**config.mk**
```make
export PLATFORM = sky130hd
export DESIGN_NAME = dec_seq
export DESIGN_NICKNAME = d
export VERILOG_FILES = /design/src/rtl/dec_seq_pkg.sv /design/src/rtl/onehot_dec.sv /design/src/rtl/dec_seq.sv
export SDC_FILE = /design/constraint.sdc
export NUM_CORES = 1
export LEC_CHECK = 0
export CORE_ASPECT_RATIO = 2
export CORE_UTILIZATION = 43
export CTS_BUF_LIST = sky130_fd_sc_hd__clkbuf_16
export DETAILED_ROUTE_END_ITERATION = 12
export HOLD_SLACK_MARGIN = 0.08
export MAX_ROUTING_LAYER = met4
export PLACE_DENSITY = 0.8
export SYNTH_ARGS = -nofsm -noshare
export SYNTH_HDL_FRONTEND = slang
export SYNTH_SLANG_ARGS = --single-unit
export TNS_END_PERCENT = 10
```
**constraint.sdc**
```tcl
create_clock -name clk -period 2.2 [get_ports clk]
set_clock_uncertainty 0.15 [all_clocks]
set_input_delay 0.33 -clock clk [delete_from_list [all_inputs] [get_ports clk]]
set_output_delay 0.33 -clock clk [all_outputs]
set_load 0.01 [all_outputs]
```
**src/rtl/dec_seq_pkg.sv**
```systemverilog
// Shared definitions for the SCM16 decode/sequencer block: mode encodings
// and a bounded one-hot helper used by every decoder instance.
package dec_seq_pkg;

  typedef logic [1:0] mode_t;

  localparam mode_t MODE_OFF    = 2'd0;
  localparam mode_t MODE_DIRECT = 2'd1;
  localparam mode_t MODE_STEP   = 2'd2;
  localparam mode_t MODE_PULSE  = 2'd3;

  localparam int MAX_OUT = 64;

  // Callers truncate the result to their own N_OUT; indices at or above n_out decode to zero.
  function automatic logic [MAX_OUT-1:0] onehot(input logic [5:0] sel, input logic [6:0] n_out);
    logic [MAX_OUT-1:0] v;
    v = {MAX_OUT{1'b0}};
    if ({1'b0, sel} < n_out) begin
      v[sel] = 1'b1;
    end else begin
      v = {MAX_OUT{1'b0}};
    end
    return v;
  endfunction

endpackage

```
**src/rtl/onehot_dec.sv**
```systemverilog
// Combinational SEL_W -> N_OUT one-hot decoder with an in-range flag.
module onehot_dec
  import dec_seq_pkg::*;
#(
  parameter int SEL_W = 4,
  parameter int N_OUT = 16
) (
  input  logic [SEL_W-1:0] sel_i,
  output logic [N_OUT-1:0] oh_o,
  output logic             in_range_o
);

  localparam logic [6:0] N_OUT_W = 7'(N_OUT);

  assign oh_o       = N_OUT'(onehot(6'(sel_i), N_OUT_W));
  assign in_range_o = ({1'b0, 6'(sel_i)} < N_OUT_W);

endmodule

```
**src/rtl/dec_seq.sv**
```systemverilog
// Registered one-hot decoder with OFF / DIRECT / STEP ring / PULSE modes;
// drives SCM16 unit enables and microcode timing phases.
module dec_seq
  import dec_seq_pkg::*;
#(
  parameter int SEL_W = 4,
  parameter int N_OUT = 16
) (
  input  logic             clk,
  input  logic             rst,
  input  logic [1:0]       mode,
  input  logic [SEL_W-1:0] sel,
  input  logic             load,
  input  logic             adv,
  input  logic [SEL_W-1:0] wrap,
  input  logic             dis,
  output logic [N_OUT-1:0] out,
  output logic [SEL_W-1:0] idx,
  output logic             valid,
  output logic             wrapped
);

  localparam logic [SEL_W-1:0] LAST_IDX = SEL_W'(N_OUT - 1);

  logic [SEL_W-1:0] idx_q, idx_d;
  logic [N_OUT-1:0] out_q, out_d;
  logic             valid_q, valid_d;
  logic             wrapped_q, wrapped_d;
  logic             load_q;

  logic [SEL_W-1:0] wrap_eff_s;
  logic             show_s;
  logic [N_OUT-1:0] dec_oh_s;
  logic             dec_in_range_s;

  assign wrap_eff_s = (wrap > LAST_IDX) ? LAST_IDX : wrap;

  // The single decoder looks at the next index, so out and idx always update together.
  onehot_dec #(
    .SEL_W(SEL_W),
    .N_OUT(N_OUT)
  ) u_dec (
    .sel_i      (idx_d),
    .oh_o       (dec_oh_s),
    .in_range_o (dec_in_range_s)
  );

  always_comb begin
    idx_d     = idx_q;
    show_s    = 1'b0;
    wrapped_d = 1'b0;
    if (dis) begin
      idx_d  = idx_q;
      show_s = 1'b0;
    end else begin
      case (mode)
        MODE_DIRECT: begin
          idx_d  = sel;
          show_s = 1'b1;
        end
        MODE_STEP: begin
          show_s = 1'b1;
          if (load) begin
            idx_d = (sel <= wrap_eff_s) ? sel : {SEL_W{1'b0}};
          end else if (adv && (idx_q >= wrap_eff_s)) begin
            // >= also pulls back an index stranded above a freshly lowered wrap point.
            idx_d     = {SEL_W{1'b0}};
            wrapped_d = 1'b1;
          end else if (adv) begin
            idx_d = idx_q + SEL_W'(1);
          end else begin
            idx_d = idx_q;
          end
        end
        MODE_PULSE: begin
          if (load && !load_q) begin
            idx_d  = sel;
            show_s = 1'b1;
          end else begin
            idx_d  = idx_q;
            show_s = 1'b0;
          end
        end
        default: begin
          idx_d  = idx_q;
          show_s = 1'b0;
        end
      endcase
    end
    out_d   = show_s ? dec_oh_s : {N_OUT{1'b0}};
    valid_d = show_s & dec_in_range_s;
  end

  always_ff @(posedge clk or negedge rst) begin
    if (!rst) begin
      idx_q     <= {SEL_W{1'b0}};
      out_q     <= {N_OUT{1'b0}};
      valid_q   <= 1'b0;
      wrapped_q <= 1'b0;
      load_q    <= 1'b0;
    end else begin
      idx_q     <= idx_d;
      out_q     <= out_d;
      valid_q   <= valid_d;
      wrapped_q <= wrapped_d;
      load_q    <= load;
    end
  end

  assign out     = out_q;
  assign idx     = idx_q;
  assign valid   = valid_q;
  assign wrapped = wrapped_q;

endmodule

```
==> flow_summary_export.csv <==
group,metric,value,unit
run_status,status,"complete, but fails checks",
sta,tightest_slew,0.3329,ns
floorplan,io_pins,37,
route,routedWlPerCell,19.06,um
synthesis,yosysSeqAreaShare,42.05,%
floorplan,num_rows,28,
place,port_buffers,36,
cells_and_area,fin_cells,242,
critical_path,critPathCaptureType,"register",
clock_tree,path_clk_slew,0.06,ns
cells_and_area,area_growth_syn_to_layout,74.13,%
synthesis,synth.most_common_cell,"dfrtp_1",
global_routing,grt_pass1_wl,7.093,mm
run,drv_cap,0,
floorplan,dieArea,3427,um^2
cells_and_area,drive_above_1_share,47.17,%
global_routing,grt_pass1_vias,1561,
synthesis,synth_common_cells,"dfrtp_1 (23), ha_1 (13), inv_1 (10)",
route,vias_per_cell,5.793,
synthesis,syn_inst,129,
critical_path,crit_required,2.21,ns
clock_tree,h-tree-depth,1,
critical_path,reg2reg_depth,8,
floorplan,die_w,41.90,um
global_routing,grt_use_total,28.47,%
route,drc_errors,0,
clock_tree,cts_tree,"yes",
route,first_pass_iters,4,
synthesis,yosys_warnings,0,
critical_path,critical_path.max_fanout,9,
sta,max_slew_margin,77.57,%
clock_tree,cts.sinks,23,
cells_and_area,num-fill-cells,173,
cells_and_area,diodes,0,
sta,rsz0062_at_grt,"true",
sta,period_share,104.5,%
synthesis,synth_area_per_cell,10.61,um^2
synthesis,synth.distinct_cells,44,
sta,finalSetupViolCount,11,
place,dp_hpwl,3.190,mm
route,antenna_left,0,
place,gp_congestion,0.8770,
critical_path,critical_path_class,"register to register",
global_routing,grt_overflow_total,0,
sta,final_hold_viol_count,0,
synthesis,synth_top_area_share,42.05,%
clock_tree,cts_buffer_depth,2,
synthesis,async_flop_share,100.0,%
sta,fin_crit,2.299,ns
floorplan,start_util,45.97,%
critical_path,r2r_slack,-0.1,ns
run_status,violations,"negative setup slack",
critical_path,crit_arrival,2.30,ns
critical_path,rr_startpoint,"idx[3]$_DFF_PN0_",
hold_path,hold_class,"input pin to asynchronous set/reset pin",
clock_tree,clk-insertion-delay-late,0.26,ns
critical_path,worstSetupStartpointType,"register",
cells_and_area,final-seq-area,576.8,um^2
place,dp.cells,232,
global_routing,grt_max_degree,24,
synthesis,yosys-top-cells-area,"dfrtp_1 (42%), ha_1 (12%), nor3_2 (5.9%)",
route,routed-via-count,1402,
global_routing,antenna_found_initial,0,
synthesis,ys_seq_elements,23,
power,finalPower,1439,uW
cells_and_area,multi_input_area,937.1,um^2
sta,finalWorstSetupSlack,-0.09891,ns
clock_tree,root_buffer,"clkbuf_16",
critical_path,regToRegEndpoint,"out[8]$_DFF_PN0_",
synthesis,synth_fp_nets,157,
cells_and_area,nets,241,
floorplan,die_h,81.79,um
critical_path,critPathLaunch,"idx[3]$_DFF_PN0_",
synthesis,yosysTopAreaCell,"dfrtp_1",
sta,drv_slew,0,
sta,fmax,435.0,MHz
power,p_leak,0.001082,uW
synthesis,ys.flop_type,"dfrtp_1",
power,p_per_area,603.5,nW/um^2
synthesis,synth_edf_count,0,
clock_tree,ctsHoldBuffers,0,
synthesis,syn_area,1369,um^2
sta,whs,0.2741,ns
power,vdd_drop_max,0.6265,mV
clock_tree,cts_inserted_buffers,3,
route,drt_iter0_drc,38,
floorplan,placeableCoreArea,2978,um^2
route,routed_wl,4.612,mm
critical path, cell delays in order, from the launching register on:
cell	delay, ns
dfrtp_1	0.42
ha_4	0.28
o211ai_1	0.10
o21ai_2	0.25
nor3_1	0.07
o311ai_1	0.27
o21a_2	0.30
inv_6	0.10
nor4_2	0.25
cell type report:
cell class	count	area share (%)
clock buffers	3	3.150
clock inverters	1	0.3150
inverters	12	2.100
multi-input cells	92	39.32
flip-flops and latches	23	24.20
well taps	30	1.575
repair buffers	81	29.34
cell usage in the layout (no fill, tap or decap), types with 3 or more instances in the layout:
cell type	n
clkdlybuf4s50_1	24
nor2_1	5
inv_1	5
dlygate4sd2_1	11
clkbuf_16	3
inv_2	6
nand2_1	6
dfrtp_1	22
ha_1	6
nor3_4	3
buf_6	4
nor4_2	3
nor3_2	9
ha_4	5
buf_4	41
o21ai_2	3
o21ai_1	3
routing by layer:
layer,vias up,global-route usage [%],wire [um]
met3,16,2.418,167
met4,0,15.16,114
met2,54,57.34,2805
met1,696,24.93,1525
li1,636,-,-
met5,-,-,0
sequential cells by signal, indices dropped and copies added, names as in the netlist:
register  flops
idx           4
out          16
load_q        1
wrapped       1
valid         1
metrics by stage:
step	util [%]	area (um^2)	setup TNS, ns	setup WS [ns]
CTS	78.19	2328	0	0.001335
finish	80.04	2384	-0.3791	-0.09891
floorplan	-	1376	0	0.01284
global route	80.04	2384	-1.774	-0.1596
detailed placement	69.03	2056	-9.200	-0.5645
global placement	69.03	2056	-8.162	-0.5210
power breakdown:
| part | internal [uW] | leakage [uW] | switching, uW |
|---|---|---|---|
| registers | 446 | 0.000307 | 13.6 |
| clock network | 246 | 0.0000371 | 147 |
| logic | 278 | 0.000738 | 308 |
| total | 970 | 0.00108 | 468 |
worst max-delay path by stage:
| stage | endpoint | slack (ns) |
|---|---|---|
| global placement | out[13]$_DFF_PN0_ | -0.52 |
| detailed placement | out[9]$_DFF_PN0_ | -0.56 |
| finish | out[8]$_DFF_PN0_ | -0.1 |
| global route | out[10]$_DFF_PN0_ | -0.16 |
| CTS | out[14]$_DFF_PN0_ | 0.001 |
| floorplan | out[10]$_DFF_PN0_ | 0.01 |
cells by family (layout without fill, tap and decap cells):
kind of cell    after synthesis  in the layout  synth area share [%]
compound gates               31             31                 18.92
buf+inv                      14             97                 3.930
fa+ha+maj                    13             13                 11.88
mux                           3              3                 2.742
simple gates                 44             44                 19.84
flops                        23             23                 42.05
xor+xnor                      1              1                0.6400
repair_timing:
action / CTS / global route
setup endpoints to repair: 20 / 18
setup buffers: 4 / 2
resized for setup: 51 / 7
pin swaps: 18 / 12
(Power assumes the default switching activity.)
==> RTL change 1 (same flow settings) <==
Add an input register stage for `mode`, `sel`, `load`, `adv`, `wrap` and `dis`; this delays them by one clock.
--- a/src/rtl/dec_seq.sv
+++ b/src/rtl/dec_seq.sv
@@ -23,4 +23,20 @@
   localparam logic [SEL_W-1:0] LAST_IDX = SEL_W'(N_OUT - 1);
 
+  logic [1:0] mode_q;
+  logic [SEL_W-1:0] sel_q;
+  logic load_r;
+  logic adv_q;
+  logic [SEL_W-1:0] wrap_q;
+  logic dis_q;
+
+  always_ff @(posedge clk) begin
+    mode_q <= mode;
+    sel_q  <= sel;
+    load_r <= load;
+    adv_q  <= adv;
+    wrap_q <= wrap;
+    dis_q  <= dis;
+  end
+
   logic [SEL_W-1:0] idx_q, idx_d;
   logic [N_OUT-1:0] out_q, out_d;
@@ -34,5 +50,5 @@
   logic             dec_in_range_s;
 
-  assign wrap_eff_s = (wrap > LAST_IDX) ? LAST_IDX : wrap;
+  assign wrap_eff_s = (wrap_q > LAST_IDX) ? LAST_IDX : wrap_q;
 
   // The single decoder looks at the next index, so out and idx always update together.
@@ -50,22 +66,22 @@
     show_s    = 1'b0;
     wrapped_d = 1'b0;
-    if (dis) begin
+    if (dis_q) begin
       idx_d  = idx_q;
       show_s = 1'b0;
     end else begin
-      case (mode)
+      case (mode_q)
         MODE_DIRECT: begin
-          idx_d  = sel;
+          idx_d  = sel_q;
           show_s = 1'b1;
         end
         MODE_STEP: begin
           show_s = 1'b1;
-          if (load) begin
-            idx_d = (sel <= wrap_eff_s) ? sel : {SEL_W{1'b0}};
-          end else if (adv && (idx_q >= wrap_eff_s)) begin
+          if (load_r) begin
+            idx_d = (sel_q <= wrap_eff_s) ? sel_q : {SEL_W{1'b0}};
+          end else if (adv_q && (idx_q >= wrap_eff_s)) begin
             // >= also pulls back an index stranded above a freshly lowered wrap point.
             idx_d     = {SEL_W{1'b0}};
             wrapped_d = 1'b1;
-          end else if (adv) begin
+          end else if (adv_q) begin
             idx_d = idx_q + SEL_W'(1);
           end else begin
@@ -74,6 +90,6 @@
         end
         MODE_PULSE: begin
-          if (load && !load_q) begin
-            idx_d  = sel;
+          if (load_r && !load_q) begin
+            idx_d  = sel_q;
             show_s = 1'b1;
           end else begin
@@ -104,5 +120,5 @@
       valid_q   <= valid_d;
       wrapped_q <= wrapped_d;
-      load_q    <= load;
+      load_q    <= load_r;
     end
   end
Formal check against the unedited RTL: not equivalent (a bounded check fails within 4 cycles, from zero or initial values and one cycle with rst low).
==> RTL change 1 against the unedited design <==
- the flow still finishes with violations (negative setup slack)
- sequential share of layout area rose by 7.1 points
- total power grew 42%
- final area increased by 13%
- critical endpoint is now out[1]$_DFF_PN0_
- routed wire length up 8.8%
- worst setup slack got worse by 0.0095 ns
- fmax shrank 0.41%
- combinational power increased by 10%
- area after synthesis grew 19%
- cell count is 9.9% higher
- clock power rose by 69%
- sequential cell count increased by 13
==> RTL change 1: results (changes against the unedited design) <==
Worst-Skew Late Latency - 0.28 ns (+0.02 ns)
Post-DP Area - 2220 um2 (+8.0%)
H-tree levels - 2 (+1)
Worst-Margin Slew - 0.384 ns (+0.0512 ns)
Synth cell count leaders - dfrtp_1, dfxtp_1, ha_1, inv_1, nor3_2
Finished Layout Cells - 266 (+9.9%)
Post-Place Cells - 248 (+6.9%)
Worst hold-check path type - in -> async
Critical path fanouts, max - 4 (-5)
Net count after synthesis - 170 (+8.3%)
DR vias - 1476 (+5.3%)
Final setup vio count - 18 (+7)
Vias in the first global route - 1512 (-3.1%)
Largest cells by area after synthesis - dfrtp_1, dfxtp_1, ha_1
Iteration-0 DRC Markers - 53 (+39%)
Fillers - 230 (+33%)
Worst r2r src - idx[3]$_DFF_PN0_
First-pass GRT wire length - 6690 um (-5.7%)
Setup_tns - -0.848 ns (-0.469 ns)
Mux cell area share after synthesis - 2.30% (-0.44 points)
FF-to-FF path depth - 9 (+1)
Status - finished, violations left
Synth Instances - 142 (+10%)
Post-synth ARST share - 63.9% (-36 points)
PostCTS Resize Cnt - 9 (-82%)
Final wirelength - 5020 um (+8.8%)
Critical Path AT - 2.35 ns (+0.05 ns)
Sw Pwr - 618 uW (+32%)
Fin nets - 244 (+1.2%)
GRT Total Usage - 24.8% (-3.7 points)
Seq/Total Area, Yosys - 51.3% (+9.3 points)
Setup WS post-layout - -0.108 ns (-0.00953 ns)
Pre-CTS setup slack - -0.0678 ns (+0.497 ns)
DP HPWL - 3270 um (+2.5%)
Failing checks - negative setup slack
Peak supply drop - 772 uV (+23%)
CTS Buf Count - 5 (+2)
Compound-Gate Fraction of Synth Area - 15.9% (-3.0 points)
Routability cong. - 0.915 (+4.3%)
Synth Area in Adders - 9.98% (-1.9 points)
RTL change 1: cell count changes after synthesis, sizes merged:
cell / before / now
dfxtp: 0 / 13
RTL change 1: metal layers:
metal | routed length [um] | vias up | GRT usage (%)
met5 | 0 | - | -
met4 | 300 | 0 | 23.4
met1 | 1660 | 710 | 19.4
li1 | - | 663 | -
met2 | 2860 | 74 | 42.9
met3 | 196 | 29 | 6.06
RTL change 1: area by class of cell:
class | count | area [um2] | share of cell area [%]
multi-input combinational | 92 | 951 | 35.3
sequential | 36 | 843 | 31.3
clock inverter | 3 | 11.3 | 0.419
timing repair buffer | 69 | 646 | 24.0
clock buffer | 5 | 125 | 4.65
inverter | 12 | 52.6 | 1.95
tap | 49 | 61.3 | 2.28
RTL change 1: power groups by stage:
stage / Sequential [uW] / Combinational, uW / Clock, uW
after floorplan: 751 / 201 / 0
after global placement: 728 / 416 / 0
after detailed placement: 729 / 432 / 0
after CTS: 718 / 455 / 669
after global routing: 728 / 681 / 707
final: 725 / 646 / 664
==> RTL change 2 (same settings) <==
Made on the original files. `N_OUT` is set to 16 in 2 places; all go to 24.
--- a/src/rtl/onehot_dec.sv
+++ b/src/rtl/onehot_dec.sv
@@ -4,5 +4,5 @@
 #(
   parameter int SEL_W = 4,
-  parameter int N_OUT = 16
+  parameter int N_OUT = 24
 ) (
   input  logic [SEL_W-1:0] sel_i,
--- a/src/rtl/dec_seq.sv
+++ b/src/rtl/dec_seq.sv
@@ -5,5 +5,5 @@
 #(
   parameter int SEL_W = 4,
-  parameter int N_OUT = 16
+  parameter int N_OUT = 24
 ) (
   input  logic             clk,
Interface: changed (resized out); port bits go from 37 to 45. No check against the original RTL was run, so the function may have changed too.
==> RTL change 2 against the unedited design <==
- the flow finishes with violations (design-rule violations, negative setup slack)
- total power rose by 31%
- cell count grew 14%
- sequential power up 4.4%
- clock power up 3%
- final area up 18%
- worst setup slack got worse by 0.29 ns
- routed wire length grew 48%
- sequential cell count is the same
- area after synthesis rose by 8.4%
==> RTL change 2: results (changes against the unedited design) <==
DR vias - 1746 (+25%)
Worst-Margin Slew - 0.625 ns (+0.292 ns)
Peak supply drop - 1020 uV (+62%)
N_diodes - 0 (unchanged)
Setup WS post-layout - -0.392 ns (-0.293 ns)
DP HPWL - 3800 um (+19%)
Residual DRC - 4 (+4)
Avg Cell Area, Syn - 10.2 um2 (-3.6%)
First-pass GRT wire length - 9400 um (+32%)
Synth Area in Adders - 7.59% (-4.3 points)
Seq/Total Area, Yosys - 38.8% (-3.3 points)
Compound-Gate Fraction of Synth Area - 26.3% (+7.4 points)
Failing checks - design-rule violations, negative setup slack
Vias in the first global route - 1815 (+16%)
Status - finished, violations left
Largest cells by area after synthesis - dfrtp_1, ha_1, nor4_1
Setup_tns - -5.43 ns (-5.05 ns)
I/O Buffers - 36 (unchanged)
Fillers - 159 (-8.1%)
Fin nets - 271 (+12%)
Synth cell count leaders - dfrtp_1, nor4_1, inv_1, ha_1, nor2_1
Post-synthesis cell type count - 45 (+2.3%)
Static Leak - 0.00120 uW (+11%)
Post-Place Cells - 253 (+9.1%)
Final setup vio count - 20 (+9)
GRT Total Usage - 36.7% (+8.2 points)
Post-DP Area - 2250 um2 (+9.6%)
Routability cong. - 0.955 (+8.8%)
Synth Area in XOR/XNOR - 0.590% (-0.050 points)
Critical Path AT - 2.60 ns (+0.30 ns)
Finished Layout Cells - 277 (+14%)
Pre-CTS setup slack - -0.810 ns (-0.245 ns)
First-pass iteration count of the detailed router - 8 (+4)
Mux cell area share after synthesis - 0% (-2.7 points)
CTS Buf Count - 3 (unchanged)
Iteration-0 DRC Markers - 65 (+71%)
Share of cells above drive strength 1 - 50.4% (+3.2 points)
## RTL change 2: cell types whose count changed after synthesis, sizes merged, moves of 4 or more
| cell | unedited run | this run |
|---|---|---|
| a22oi | 0 | 4 |
| buf | 1 | 9 |
| ha | 13 | 9 |
| nand2 | 8 | 4 |
| nor3 | 14 | 1 |
| nor4 | 4 | 18 |
| o21ai | 7 | 3 |
## RTL change 2: cell type report
| type | count | area [um2] | share of cell area, % |
|---|---|---|---|
| inverters | 13 | 63.8 | 2.27 |
| flip-flops and latches | 23 | 577 | 20.5 |
| repair buffers | 97 | 817 | 29.1 |
| clock buffers | 3 | 75.1 | 2.67 |
| multi-input cells | 108 | 1230 | 43.6 |
| well taps | 31 | 38.8 | 1.38 |
| repair inverters | 1 | 7.51 | 0.267 |
| clock inverters | 1 | 5.00 | 0.178 |
## RTL change 2: kinds of logic (layout without fill, tap and decap cells)
family / count (synthesis) / after routing
flip-flops: 23 / 23
adder cells (fa/ha/maj): 9 / 9
XOR/XNOR: 1 / 1
AND/OR/NAND/NOR: 48 / 48
AO/OA/AOI/OAI: 40 / 40
other: 2 / 10
buffers and inverters: 22 / 115
## RTL change 2: repair_timing
action,in CTS,in global routing
gates resized for setup,53,19
hold endpoints to repair,0,0
gates cloned,1,0
pin swaps,14,7
buffers inserted,18,1
endpoints found under the setup margin,20,20
## RTL change 2: power by group
part | total [uW] | switching, uW | internal, uW
combinational | 1000 | 567 | 434
clock | 404 | 159 | 245
sequential | 479 | 27.7 | 451
## RTL change 2: worst register-to-register path, stage by stage (launching register included)
cell      delay [ns]
dfrtp_1         0.41
buf_4           0.16
ha_1            0.19
nor2b_1         0.13
a221o_1         0.29
o211ai_1        0.24
o31ai_2         0.16
a31oi_4         0.29
inv_6           0.14
nor4_4          0.33
## RTL change 2: worst paths after layout
check | cells past startpoint | startpoint | slack [ns] | end
max reg2reg | 9 | idx[0]$_DFF_PN0_ | -0.39 | out[8]$_DFF_PN0_
max in group asynchronous | 2 | rst | 1.39 | idx[1]$_DFF_PN0_
min reg2reg | 2 | idx[3]$_DFF_PN0_ | 0.63 | idx[3]$_DFF_PN0_
min in group clk | 5 | sel[1] | 0.60 | out[9]$_DFF_PN0_
min | 2 | rst | 0.27 | out[8]$_DFF_PN0_
max | 9 | idx[0]$_DFF_PN0_ | -0.39 | out[8]$_DFF_PN0_
## RTL change 2: per-layer routing
metal  GRT usage, %  share of wire [%]  vias up
li1               -                  -      737
met1           34.2                 30      845
met2           65.7                 55      112
met3           4.47                5.0       52
met4           24.1                9.4        0
met5              -                  0        -
